===== src/rtl/rom_read_arbiter.sv =====
// Two-port read arbiter in front of a single-port bitmap ROM: fixed priority to the
// display port, with a starvation guard for the overlay port and a conflict counter.
module rom_read_arbiter #(
    parameter int ADDR_W       = 15,
    parameter int DATA_W       = 6,
    parameter int ROM_LATENCY  = 1,
    parameter int STARVE_LIMIT = 8
) (
    input  logic              pixel_clk,
    input  logic              sys_rst,

    input  logic              req0,
    input  logic [ADDR_W-1:0] addr0,
    output logic              gnt0,
    output logic              valid0,
    output logic [DATA_W-1:0] data0,

    input  logic              req1,
    input  logic [ADDR_W-1:0] addr1,
    output logic              gnt1,
    output logic              valid1,
    output logic [DATA_W-1:0] data1,

    output logic [ADDR_W-1:0] rom_addr,
    input  logic [DATA_W-1:0] rom_data,

    input  logic              clr_stats,
    output logic [15:0]       conflict_cnt
);

    // One cycle to register the address, then the ROM's own latency.
    localparam int         LAT   = 1 + ROM_LATENCY;
    localparam logic [7:0] LIMIT = 8'(STARVE_LIMIT);

    logic [ADDR_W-1:0] rom_addr_q, rom_addr_d;
    logic [LAT-1:0]    vld_q, vld_d;
    logic [LAT-1:0]    id_q, id_d;
    logic [7:0]        wait1_q, wait1_d;
    logic [15:0]       cnt_q, cnt_d;

    logic force1;
    logic gnt_any;

    // Grants are suppressed during reset so nothing enters the pipeline.
    always_comb begin
        force1  = req1 && (wait1_q == LIMIT);
        gnt1    = !sys_rst && req1 && (!req0 || force1);
        gnt0    = !sys_rst && req0 && !gnt1;
        gnt_any = gnt0 || gnt1;
    end

    always_comb begin
        rom_addr_d = rom_addr_q;
        if (gnt1)
            rom_addr_d = addr1;
        else if (gnt0)
            rom_addr_d = addr0;
    end

    // Tag pipeline tracks which port owns the word arriving on rom_data.
    always_comb begin
        vld_d = {vld_q[LAT-2:0], gnt_any};
        id_d  = {id_q[LAT-2:0], gnt1};
    end

    always_comb begin
        wait1_d = wait1_q;
        if (gnt1 || !req1)
            wait1_d = 8'd0;
        else if (wait1_q < LIMIT)
            wait1_d = wait1_q + 8'd1;
    end

    always_comb begin
        cnt_d = cnt_q;
        if (clr_stats)
            cnt_d = 16'd0;
        else if (req0 && req1 && (cnt_q != 16'hFFFF))
            cnt_d = cnt_q + 16'd1;
    end

    always_ff @(posedge pixel_clk) begin
        if (sys_rst) begin
            rom_addr_q <= '0;
            vld_q      <= '0;
            id_q       <= '0;
            wait1_q    <= 8'd0;
            cnt_q      <= 16'd0;
        end else begin
            rom_addr_q <= rom_addr_d;
            vld_q      <= vld_d;
            id_q       <= id_d;
            wait1_q    <= wait1_d;
            cnt_q      <= cnt_d;
        end
    end

    always_comb begin
        valid0       = !sys_rst && vld_q[LAT-1] && !id_q[LAT-1];
        valid1       = !sys_rst && vld_q[LAT-1] &&  id_q[LAT-1];
        data0        = rom_data;
        data1        = rom_data;
        rom_addr     = rom_addr_q;
        conflict_cnt = cnt_q;
    end

endmodule


===== config.mk =====
export PLATFORM = sky130hd
export DESIGN_NAME = rom_read_arbiter
export DESIGN_NICKNAME = d
export VERILOG_FILES = /design/src/rtl/rom_read_arbiter.sv
export SDC_FILE = /design/constraint.sdc
export NUM_CORES = 1
export LEC_CHECK = 0
export BUFFER_PORTS_ARGS = -buffer_cell sky130_fd_sc_hd__buf_4
export CAP_MARGIN = 5
export CORE_ASPECT_RATIO = 1.4
export CORE_UTILIZATION = 50
export DETAILED_ROUTE_END_ITERATION = 10
export PLACE_DENSITY_LB_ADDON = 0.1
export SLEW_MARGIN = 5
export SYNTH_ARGS = -nofsm -noshare
export SYNTH_HDL_FRONTEND = slang
export SYNTH_SLANG_ARGS = --single-unit

===== constraint.sdc =====
create_clock -name pixel_clk -period 5.4 [get_ports pixel_clk]
set_clock_uncertainty 0.15 [all_clocks]
set_input_delay 0.81 -clock pixel_clk [delete_from_list [all_inputs] [get_ports pixel_clk]]
set_output_delay 0.81 -clock pixel_clk [all_outputs]
set_load 0.02 [all_outputs]

# Yosys cells after proc, flatten, opt, wreduce, memory -nomap -nowiden
# Cells that the tools add are included.
# classes
n_reduce_logical	21
n_mux	2
magnitude_cmp	1
addsub	2
eq_ne	2
# ops
op	count
$mux 15	2
$add 16x1->16 const B	1
$ne 16x16->1 const B	1
$logic_and 1x1->1	10
$add 8x1->8 const B	1
$eq 8x4->1 const B	1
$lt 8x4->1 const B	1
$logic_not 1->1	5
$reduce_or 2->1	2
$logic_or 1x1->1	3
$reduce_bool 2->1	1
# totals
input_bits	41
elab_cells	33
reg_bits	43
output_inout_bits	47

# Depth between registers and ports, before layout
# Gate-level depths: netlist of run 1.
# depth
word_depth	8
ltp_mapped	7
ltp_nobuf	6

# Worst setup path after synthesis of run 1
# OpenSTA, ideal clock, no wires.
# synth_timing
kind	reg-to-output
from	register wait1_q[7]
to	output gnt1
arrival_time_ns	1.554
stages_incl_launch_ff	6
path_slack_ns	2.886
n_path_buf	2
required_ns	4.440
path_cell_list	dfxtp_1 -> or4_4 -> buf_6 -> o21ai_4 -> clkbuf_2 -> and2_1
# synth_via
elab_chain_cells	4
# synth_rtl
item	line_no	source
start, declared	38	logic [7:0] wait1_q, wait1_d;
start signal, assigned	93	wait1_q <= wait1_d;
$eq 8x4->1	46	force1 = req1 && (wait1_q == LIMIT);
$logic_and 1x1->1	46	
$logic_or 1x1->1	47	gnt1 = !sys_rst && req1 && (!req0 || force1);
$logic_and 1x1->1	47	
end, declared	20	output logic gnt1,
# Every way passes these cells.

# Worst setup path after layout of run 1
# layout_timing
from	input sys_rst
to	output gnt1
# layout_via
elab_chain_cells	3
# layout_rtl
item	line_no	source
start, declared	10	input logic sys_rst,
$logic_not 1->1	47	
$logic_and 1x1->1 (2 in a row)	47	
# Every way passes these cells.

==> results of run 1 <==
==> final cells by class <==
type	instances	area share, %
clock buffers	6	3.25
clock inverters	1	0.197
inverters	4	0.591
multi-input cells	148	39.3
flip-flops and latches	43	33.9
well taps	42	2.07
repair buffers	70	20.7
==> per-layer routing <==
layer / vias up / GRT usage (%) / part of all wire [%]
met2: 66 / 36.5 / 49
met3: 8 / 7.76 / 7.4
met5: - / 0 / 0
li1: 906 / - / -
met1: 858 / 24.4 / 42
met4: 0 / 10.0 / 1.7
==> metrics by stage <==
| step | worst slack [ns] | cells | power, mW |
|---|---|---|---|
| global route | 2.40 | 314 | 0.653 |
| floorplan | 2.89 | 216 | 0.397 |
| CTS | 2.47 | 314 | 0.632 |
| detailed placement | 2.49 | 307 | 0.428 |
| finish | 2.48 | 314 | 0.626 |
| global placement | 2.51 | 307 | 0.428 |
==> registers in the layout, indices dropped and copies added (netlist names) <==
register and flops:
id_q 2, conflict_cnt 16, wait1_q 8, rom_addr 15, vld_q 2
==> synthesized netlist by cell type, drive strengths merged, types with 7 or more instances <==
master,n
a21oi,11
a221o,15
and2,7
and3,16
buf,14
clkbuf,7
dfxtp,43
nand2,12
nand4,7
nor2,12
o21ai,9
or3,8
or4,7
==> how the worst max path moves through the flow <==
stage / from / slack, ns / depth (start not counted) / endpoint
5_1_grt: sys_rst / 2.40 / 4 / gnt1
3_3_place_gp: sys_rst / 2.51 / 4 / gnt1
3_5_place_dp: sys_rst / 2.49 / 4 / gnt1
4_1_cts: sys_rst / 2.47 / 4 / gnt1
6_report: sys_rst / 2.48 / 4 / gnt1
2_1_floorplan: wait1_q[7]$_SDFFE_PP0N_ / 2.89 / 5 / gnt1
==> logic make-up (layout without fill, tap and decap cells) <==
logic type,Yosys count,count (layout),synth area share (%)
flip-flops,43,43,42.8
XOR/XNOR,3,3,1.31
adder cells (fa/ha/maj),3,3,1.86
buffers and inverters,25,81,7.71
AO/OA/AOI/OAI,47,47,18.1
AND/OR/NAND/NOR,94,94,27.8
multiplexers,1,1,0.497
==> power breakdown <==
group | internal, mW | leakage (nW) | total, mW | switching, mW
Sequential | 0.330 | 0.351 | 0.337 | 0.00767
Clock | 0.100 | 0.0470 | 0.205 | 0.104
Combinational | 0.0431 | 0.690 | 0.0836 | 0.0405
==> impl_metrics.csv, run 1 <==
group,metric,value,unit
worst_setup_path,cp-start-kind,"input pin",
floorplanning,ios,88,
detailed_routing,drcViolationCount,0,
min_path,worstHoldStart,"vld_q[0]$_SDFF_PP0_",
synth,netlist_top_cells_area,"dfxtp_1, a221o_1, and3_1, buf_4, a21oi_1",
finish,multi_input_area,997,sq um
clock_network,h-tree-depth,2,
clock_network,clkTransAtPathRegs,0.08,ns
synth,yosys_warnings,0,
worst_setup_path,slowest_delay,0.63,ns
synth,ys.flop_type,"dfxtp_1",
pwr,p_per_area,246,mW/mm^2
detailed_routing,firstDrtPassIters,4,
finish,seq_area,861,sq um
synth,yosysTopAreaCell,"dfxtp_1",
finish,design_area,0.00254,sq mm
finish,area_growth,26.1,%
global_route,antenna_found_initial,0,
clock_network,cts-resized-gates,0,
worst_setup_path,crit_chain,"buf_4 -> nor2b_1 -> and2_1 -> buf_4",
synth,syn_area_per_cell,9.32,sq um
run,maxCapViolCount,0,
clock_network,post_cts_buffers,0,
pwr,vdd_ir_drop_max,0.000176,V
placement,port_buffers,69,
clock_network,ctsHoldBuffers,0,
sta,fmax,343,MHz
sta,setup_violations,0,
worst_setup_path,worst-setup-path-type,"input pin to output pin",
placement,place.gp.congestion,0.807,
finish,layout.nets,316,
global_route,grt_remaining_overflow,0,
synth,synth_nets,260,
sta,period_minus_slack,2.92,ns
clock_network,cts_tree,"built",
sta,finalCritPeriodShare,54.0,%
sta,timing.hold.ws,0.287,ns
min_path,hold_depth,1,
worst_setup_path,crit_path_frequent_cell,"buf_4",
synth,async_flop_share,0,%
detailed_routing,wl_per_cell,14.4,um
detailed_routing,ant_nets,0,
floorplanning,coreArea,0.00374,sq mm
worst_setup_path,cp-end-kind,"output pin",
floorplanning,initial_core_util,53.8,%
synth,ys_ff_latch,43,
worst_setup_path,worstPathArrival,1.96,ns
floorplanning,dieArea,0.00429,sq mm
clock_network,clk_path_buf_depth,2,
worst_setup_path,r2r_cells,4,
worst_setup_path,critPathMaxFanout,17,
min_path,hold_end,"vld_q[1]$_SDFF_PP0_",
worst_setup_path,crit_slowest_cell,"nor2b_1",
detailed_routing,wl,4530,um
global_route,track_usage,21.8,%
worst_setup_path,rr_endpoint,"conflict_cnt[9]$_SDFFE_PP0P_",
worst_setup_path,cp_data_required_time,4.44,ns
detailed_routing,vias,1838,
clock_network,insertion_delay,0.29,ns
sta,hold_viol,0,
sta,drv_slew,0,
floorplanning,core.rowCount,26,
detailed_routing,routed_via_density,5.85,
synth,seq_area_frac_synth,42.8,%
min_path,hold_class,"flip-flop to flip-flop",
finish,layout_common_cells,"buf_4, dfxtp_1, and3_1, a221o_1, nand2_1",
placement,place_hpwl,3290,um
floorplanning,die_x,55.6,um
synth,yosysTopAreaCellShare,42.8,%
worst_setup_path,r2r_slack,3.39,ns
sta,max_slew_margin,35.4,%
synth,synth_edf_count,0,
worst_setup_path,path_delay_family,"simple AND/OR/NAND/NOR gates",
worst_setup_path,path_buf_inv,2,
clock_network,cts_num_sinks,43,
synth,yosysUniqueCellTypes,40,
outcome,run_status,"completed",
finish,antenna_cells,0,
floorplanning,fp.dieH,77.1,um
detailed_routing,drt_iter0_markers,58,
global_route,grt_pass1_wl,7490,um
finish,final_common_cell,"buf_4",
pwr,leakage,1.09,nW
finish,fillers,344,
global_route,grt_pass1_vias,1675,
worst_setup_path,r2r_start,"conflict_cnt[2]$_SDFFE_PP0P_",
sta,worst_slew_pin_slew,0.965,ns
synth,syn_area,0.00201,sq mm
sta,rsz0062_at_grt,"no",
sta,tns,0,ns
finish,fin_util,67.9,%
clock_network,cts_buffers,5,
finish,drive_gt1_share,30.5,%
synth,syn_inst,216,
global_route,grt_max_degree,18,
placement,dpl_cell_area,0.00245,sq mm
clock_network,cts-root-buf,"clkbuf_8",
No activity file was read; power rests on OpenSTA's default activity.
==> inputs of run 2 (changes only) <==
--- a/config.mk
+++ b/config.mk
@@ -8,7 +8,7 @@
 export BUFFER_PORTS_ARGS = -buffer_cell sky130_fd_sc_hd__buf_4
 export CAP_MARGIN = 5
 export CORE_ASPECT_RATIO = 1.4
-export CORE_UTILIZATION = 50
+export CORE_UTILIZATION = 42
 export DETAILED_ROUTE_END_ITERATION = 10
 export PLACE_DENSITY_LB_ADDON = 0.1
 export SLEW_MARGIN = 5
==> constraint.sdc (replaced) <==
create_clock -name pixel_clk -period 2.42 [get_ports pixel_clk]
set_clock_uncertainty 0.15 [all_clocks]
set_input_delay 0.363 -clock pixel_clk [delete_from_list [all_inputs] [get_ports pixel_clk]]
set_output_delay 0.363 -clock pixel_clk [all_outputs]
set_load 0.02 [all_outputs]
==> run 2 against run 1 <==
Non-clock buffer count up 4; register-to-register slack worse by 2.9 ns; largest power group unchanged; die area increased by 18%; total power up 120%; sequential share of layout area decreased by 0.53 points; sequential power is 120% higher; flip-flop and latch count unchanged.
==> impl_metrics.csv, run 2 (synthesis gave the netlist of run 1 again) <==
group,metric,value,unit
clock_network,cts_tree,"built",
clock_network,cts_num_sinks,43,
detailed_routing,ant_nets,0,
detailed_routing,firstDrtPassIters,4,
finish,antenna_cells,0,
finish,layout_common_cells,"buf_4, dfxtp_1, and3_1, a221o_1, nand2_1",
min_path,hold_class,"input pin to flip-flop",
min_path,hold_depth,2,
sta,tns,0,ns
worst_setup_path,cp_data_required_time,1.91,ns
clock_network,h-tree-depth,2,
worst_setup_path,slowest_delay,0.39,ns
min_path,worstHoldStart,"addr0[4]",
finish,largest_register_ffs,16,
finish,design_area,0.00258,sq mm
worst_setup_path,cp-end-kind,"output pin",
sta,hold_viol,0,
global_route,track_usage,20.5,%
pwr,p_per_area,530,mW/mm^2
worst_setup_path,crit_chain,"inv_1 -> ha_1 -> nand3b_1 -> nor2_8 -> a21oi_4 -> buf_4",
placement,dpl_cell_area,0.00251,sq mm
global_route,grt_pass1_wl,7880,um
placement,place.gp.congestion,0.785,
placement,place_hpwl,3560,um
worst_setup_path,path_delay_family,"flip-flops",
global_route,grt_max_degree,18,
sta,setup_violations,0,
sta,max_slew_margin,56.8,%
floorplanning,ios,88,
sta,finalCritPeriodShare,92.6,%
global_route,grt_pass1_vias,1731,
finish,layout.nets,320,
finish,drive_gt1_share,30.9,%
floorplanning,dieArea,0.00508,sq mm
detailed_routing,routed_via_density,5.42,
detailed_routing,wl,4860,um
clock_network,ctsHoldBuffers,0,
floorplanning,die_x,60.5,um
clock_network,cts_buffers,5,
clock_network,clk_path_buf_depth,2,
worst_setup_path,cp-start-kind,"flip-flop",
pwr,vdd_ir_drop_max,0.000302,V
clock_network,cts-root-buf,"clkbuf_8",
worst_setup_path,r2r_slack,0.45,ns
worst_setup_path,worstPathArrival,1.73,ns
floorplanning,initial_core_util,44.0,%
worst_setup_path,crit_slowest_cell,"dfxtp_1",
clock_network,cts-resized-gates,0,
sta,period_minus_slack,2.24,ns
finish,fin_util,56.4,%
finish,final_common_cell,"buf_4",
finish,area_growth,28.1,%
detailed_routing,vias,1826,
floorplanning,fp.dieH,83.9,um
sta,fmax,446,MHz
sta,rsz0062_at_grt,"no",
worst_setup_path,path_buf_inv,2,
clock_network,post_cts_buffers,0,
clock_network,clkTransAtPathRegs,0.08,ns
min_path,hold_end,"rom_addr[4]$_SDFFE_PP0P_",
detailed_routing,drcViolationCount,0,
clock_network,insertion_delay,0.29,ns
worst_setup_path,r2r_start,"conflict_cnt[1]$_SDFFE_PP0P_",
worst_setup_path,r2r_cells,5,
detailed_routing,wl_per_cell,14.4,um
floorplanning,core.rowCount,29,
sta,worst_slew_pin_slew,0.642,ns
run,maxCapViolCount,0,
pwr,leakage,1.10,nW
sta,drv_slew,0,
worst_setup_path,worst-setup-path-type,"flip-flop to output pin",
worst_setup_path,critPathMaxFanout,10,
global_route,antenna_found_initial,0,
global_route,grt_remaining_overflow,0,
worst_setup_path,rr_endpoint,"conflict_cnt[14]$_SDFFE_PP0P_",
detailed_routing,drt_iter0_markers,178,
placement,port_buffers,69,
outcome,run_status,"completed",
floorplanning,coreArea,0.00457,sq mm
[run 2: cell types whose count changed in the layout (fill, tap and decap cells not counted)]
cell	previous run	this run
buf_4	70	74
clkbuf_1	0	1
clkbuf_8	6	5
clkinv_2	1	0
[run 2: how the worst max path moves through the flow]
stage / startpoint / to / cells past startpoint
after floorplan: wait1_q[7]$_SDFFE_PP0N_ / gnt1 / 5
after global placement: conflict_cnt[0]$_SDFFE_PP0P_ / conflict_cnt[11]$_SDFFE_PP0P_ / 5
after detailed placement: wait1_q[7]$_SDFFE_PP0N_ / rom_addr[8]$_SDFFE_PP0P_ / 5
after CTS: wait1_q[0]$_SDFFE_PP0N_ / gnt0 / 6
after global routing: wait1_q[0]$_SDFFE_PP0N_ / gnt0 / 6
final: wait1_q[0]$_SDFFE_PP0N_ / gnt0 / 6
[run 2: area by class of cell]
| cell class | count | area, sq um |
|---|---|---|
| Sequential cell | 43 | 861 |
| Tap cell | 62 | 77.6 |
| Multi-Input combinational cell | 148 | 997 |
| Fill cell | 453 | 1990 |
| Inverter | 4 | 15.0 |
| Timing Repair Buffer | 74 | 556 |
| Clock buffer | 6 | 72.6 |
[run 2: where the power goes]
group	total [mW]	internal (mW)	switching (mW)	leakage [nW]
Combinational	0.192	0.101	0.0919	0.710
Clock	0.421	0.193	0.228	0.0371
Sequential	0.752	0.736	0.0168	0.351
[run 2: stage by stage]
stage / setup slack, ns / power (mW) / cells / hold WS, ns
detailed placement: 0.454 / 0.961 / 331 / 0.276
finish: 0.179 / 1.37 / 337 / 0.136
global route: 0.0601 / 1.43 / 337 / 0.125
floorplan: 0.353 / 0.887 / 216 / 0.264
CTS: 0.146 / 1.37 / 337 / 0.129
global placement: 0.467 / 0.961 / 331 / 0.270
[run 2: per-layer routing]
layer  part of all wire (%)  track usage, %
met1                     42            23.8
met2                     51            34.1
met3                    4.6            6.05
met4                    1.9            8.47
met5                      0               0
==> inputs of run 3 (changes only) <==
--- a/config.mk
+++ b/config.mk
@@ -5,10 +5,11 @@
 export SDC_FILE = /design/constraint.sdc
 export NUM_CORES = 1
 export LEC_CHECK = 0
+export ABC_AREA = 1
 export BUFFER_PORTS_ARGS = -buffer_cell sky130_fd_sc_hd__buf_4
 export CAP_MARGIN = 5
 export CORE_ASPECT_RATIO = 1.4
-export CORE_UTILIZATION = 42
+export CORE_UTILIZATION = 44
 export DETAILED_ROUTE_END_ITERATION = 10
 export PLACE_DENSITY_LB_ADDON = 0.1
 export SLEW_MARGIN = 5
==> run 3 against run 2 <==
Worst hold slack worse by 0.015 ns; first-iteration DRC count down 39%; area after synthesis up 16%; global-route usage down 1.1 points; total power up 15%; critical endpoint unchanged; critical path type unchanged; combinational power up 22%; fmax up 4.3%; critical path depth up 2.
==> impl_metrics.csv, run 3 <==
group,metric,value,unit
run,maxCapViolCount,0,
min_path,hold_depth,2,
synth,synth-adder-area-share,1.60,%
clock_network,cts-resized-gates,0,
worst_setup_path,endpoint,"gnt0",
finish,final_common_cell,"nand2_1",
worst_setup_path,r2r_cells,9,
pwr,vdd_ir_drop_max,0.000274,V
min_path,hold_class,"input pin to flip-flop",
synth,yosysUniqueCellTypes,26,
synth,ys_top_cells_by_count,"nand2_1, nand3_1, inv_1",
global_route,grt_max_degree,20,
finish,layout_common_cells,"nand2_1, buf_4, nand3_1, inv_1, dfxtp_1",
synth,synth_edf_count,0,
worst_setup_path,r2r_slack,0.73,ns
global_route,grt_pass1_vias,2001,
sta,timing.hold.ws,0.122,ns
detailed_routing,wl_per_cell,10.9,um
clock_network,cts_tree,"built",
worst_setup_path,cp-start-kind,"flip-flop",
synth,netlist_top_cells_area,"dfxtp_1, nand3_1, nand2_1, inv_1, nor2_1",
pwr,power,1.57,mW
worst_setup_path,cp_data_required_time,1.91,ns
synth,seq_area_frac_synth,36.8,%
clock_network,insertion_delay,0.30,ns
placement,dp.cells,461,
synth,ys_ff_latch,43,
worst_setup_path,startpoint,"wait1_q[0]$_SDFFE_PP0N_",
global_route,antenna_found_initial,0,
synth,yosysTopAreaCellShare,36.8,%
pwr,power_frac_seq,48.2,%
finish,largest_register_ffs,16,
placement,port_buffers,69,
global_route,track_usage,19.4,%
clock_network,cts_buffers,5,
global_route,grt_remaining_overflow,0,
synth,yosys.area_share.simple,36.6,%
sta,period_minus_slack,2.15,ns
pwr,p_sw,0.392,mW
finish,fillers,528,
synth,yosys_warnings,0,
clock_network,post_cts_buffers,0,
detailed_routing,wl,5100,um
sta,finalCritPeriodShare,88.8,%
synth,syn_inst,342,
global_route,grt_pass1_wl,8580,um
synth,synth_top_family_by_area,"simple AND/OR/NAND/NOR gates",
synth,synth_xor_area_share,2.62,%
floorplanning,coreArea,0.00516,sq mm
synth,synth_compound_area_share,5.35,%
floorplanning,core.rowCount,31,
pwr,comb_power_share,15.0,%
synth,muxShareOfSynthArea,0,%
clock_network,clk_path_buf_depth,2,
pwr,p_per_area,539,mW/mm^2
finish,antenna_cells,0,
finish,drive_gt1_share,23.8,%
worst_setup_path,worst-setup-path-type,"flip-flop to output pin",
finish,fin_cells,469,
detailed_routing,drcViolationCount,0,
worst_setup_path,critPathMaxFanout,18,
sta,rsz0062_at_grt,"no",
synth,ys.flop_type,"dfxtp_1",
detailed_routing,vias,2215,
clock_network,cts_num_sinks,43,
pwr,intPower,1.17,mW
sta,tns,0,ns
clock_network,h-tree-depth,2,
sta,fmax,465,MHz
floorplanning,ios,88,
outcome,run_status,"completed",
detailed_routing,firstDrtPassIters,4,
pwr,pwr-share-clk,36.9,%
worst_setup_path,r2r_start,"conflict_cnt[0]$_SDFFE_PP0P_",
detailed_routing,ant_nets,0,
clock_network,clkTransAtPathRegs,0.08,ns
floorplanning,dieArea,0.00562,sq mm
sta,hold_viol,0,
finish,area_growth,24.1,%
synth,yosysMostFrequentCell,"nand2_1",
pwr,leakage,1.45,nW
synth,synth_nets,386,
synth,syn_area_per_cell,6.84,sq um
sta,drv_slew,0,
synth,yosysTopAreaCell,"dfxtp_1",
worst_setup_path,cp-end-kind,"output pin",
clock_network,cts-root-buf,"clkbuf_8",
synth,async_flop_share,0,%
pwr,power.share.switching,25.0,%
placement,place_hpwl,3790,um
sta,setup_violations,0,
worst_setup_path,rr_endpoint,"conflict_cnt[15]$_SDFFE_PP0P_",
clock_network,ctsHoldBuffers,0,
sta,worst_slew_pin_slew,0.708,ns
detailed_routing,routed_via_density,4.72,
floorplanning,initial_core_util,45.4,%
detailed_routing,drt_iter0_markers,109,
floorplanning,die_x,63.6,um
sta,max_slew_margin,52.8,%
synth,syn_area,0.00234,sq mm
worst_setup_path,worstPathArrival,1.64,ns
finish,layout.nets,446,
floorplanning,fp.dieH,88.3,um
placement,place.gp.congestion,0.770,
[run 3: layout make-up]
| cell class | count | area, sq um | area share, % |
|---|---|---|---|
| clock inverter | 2 | 35.0 | 1.21 |
| multi-input combinational | 222 | 1080 | 37.2 |
| clock buffer | 6 | 82.6 | 2.84 |
| inverter | 57 | 214 | 7.37 |
| sequential | 43 | 861 | 29.6 |
| timing repair buffer | 73 | 548 | 18.9 |
| tap | 66 | 82.6 | 2.84 |
[run 3: power by group through the flow]
stage	clock (mW)	combinational, mW	sequential (mW)
detailed placement	0	0.237	0.770
finish	0.577	0.234	0.754
floorplan	0	0.134	0.798
global route	0.632	0.258	0.758
global placement	0	0.235	0.771
CTS	0.602	0.237	0.754
[run 3: cell families after synthesis]
family | after synthesis
xor gates and xnor gates | 7
and+or+nand+nor | 190
AOI/OAI and AO/OA | 22
DFF | 43
adders and majority gates | 3
buffers and inverters | 77
[run 3: routing by layer]
metal,track usage [%],wire length [um]
met5,0,0
met4,8.06,80
met3,3.48,188
met2,36.9,2660
met1,20.9,2170
[run 3: worst min path at each step]
| stage | start | endpoint | slack [ns] |
|---|---|---|---|
| global route | sys_rst | vld_q[1]$_SDFF_PP0_ | 0.12 |
| global placement | vld_q[0]$_SDFF_PP0_ | vld_q[1]$_SDFF_PP0_ | 0.24 |
| CTS | sys_rst | id_q[1]$_SDFF_PP0_ | 0.11 |
| finish | sys_rst | id_q[1]$_SDFF_PP0_ | 0.12 |
| floorplan | id_q[0]$_SDFF_PP0_ | id_q[1]$_SDFF_PP0_ | 0.24 |
| detailed placement | id_q[0]$_SDFF_PP0_ | id_q[1]$_SDFF_PP0_ | 0.25 |
[run 3: through the flow]
stage	cell area [sq um]	setup WS (ns)	util (%)
global placement	2790	0.543	54.0
global route	2900	0.146	56.3
floorplan	2340	0.493	-
CTS	2900	0.246	56.3
finish	2900	0.270	56.3
detailed placement	2790	0.564	54.0
[run 3: critical path, cell delays in order, from the launching register on]
cell and delay, ns:
dfxtp_1 0.33, inv_1 0.10, ha_1 0.17, nand3_2 0.10, o21ai_4 0.19, nand2_4 0.16
inv_1 0.11, nor2_1 0.04, buf_4 0.15
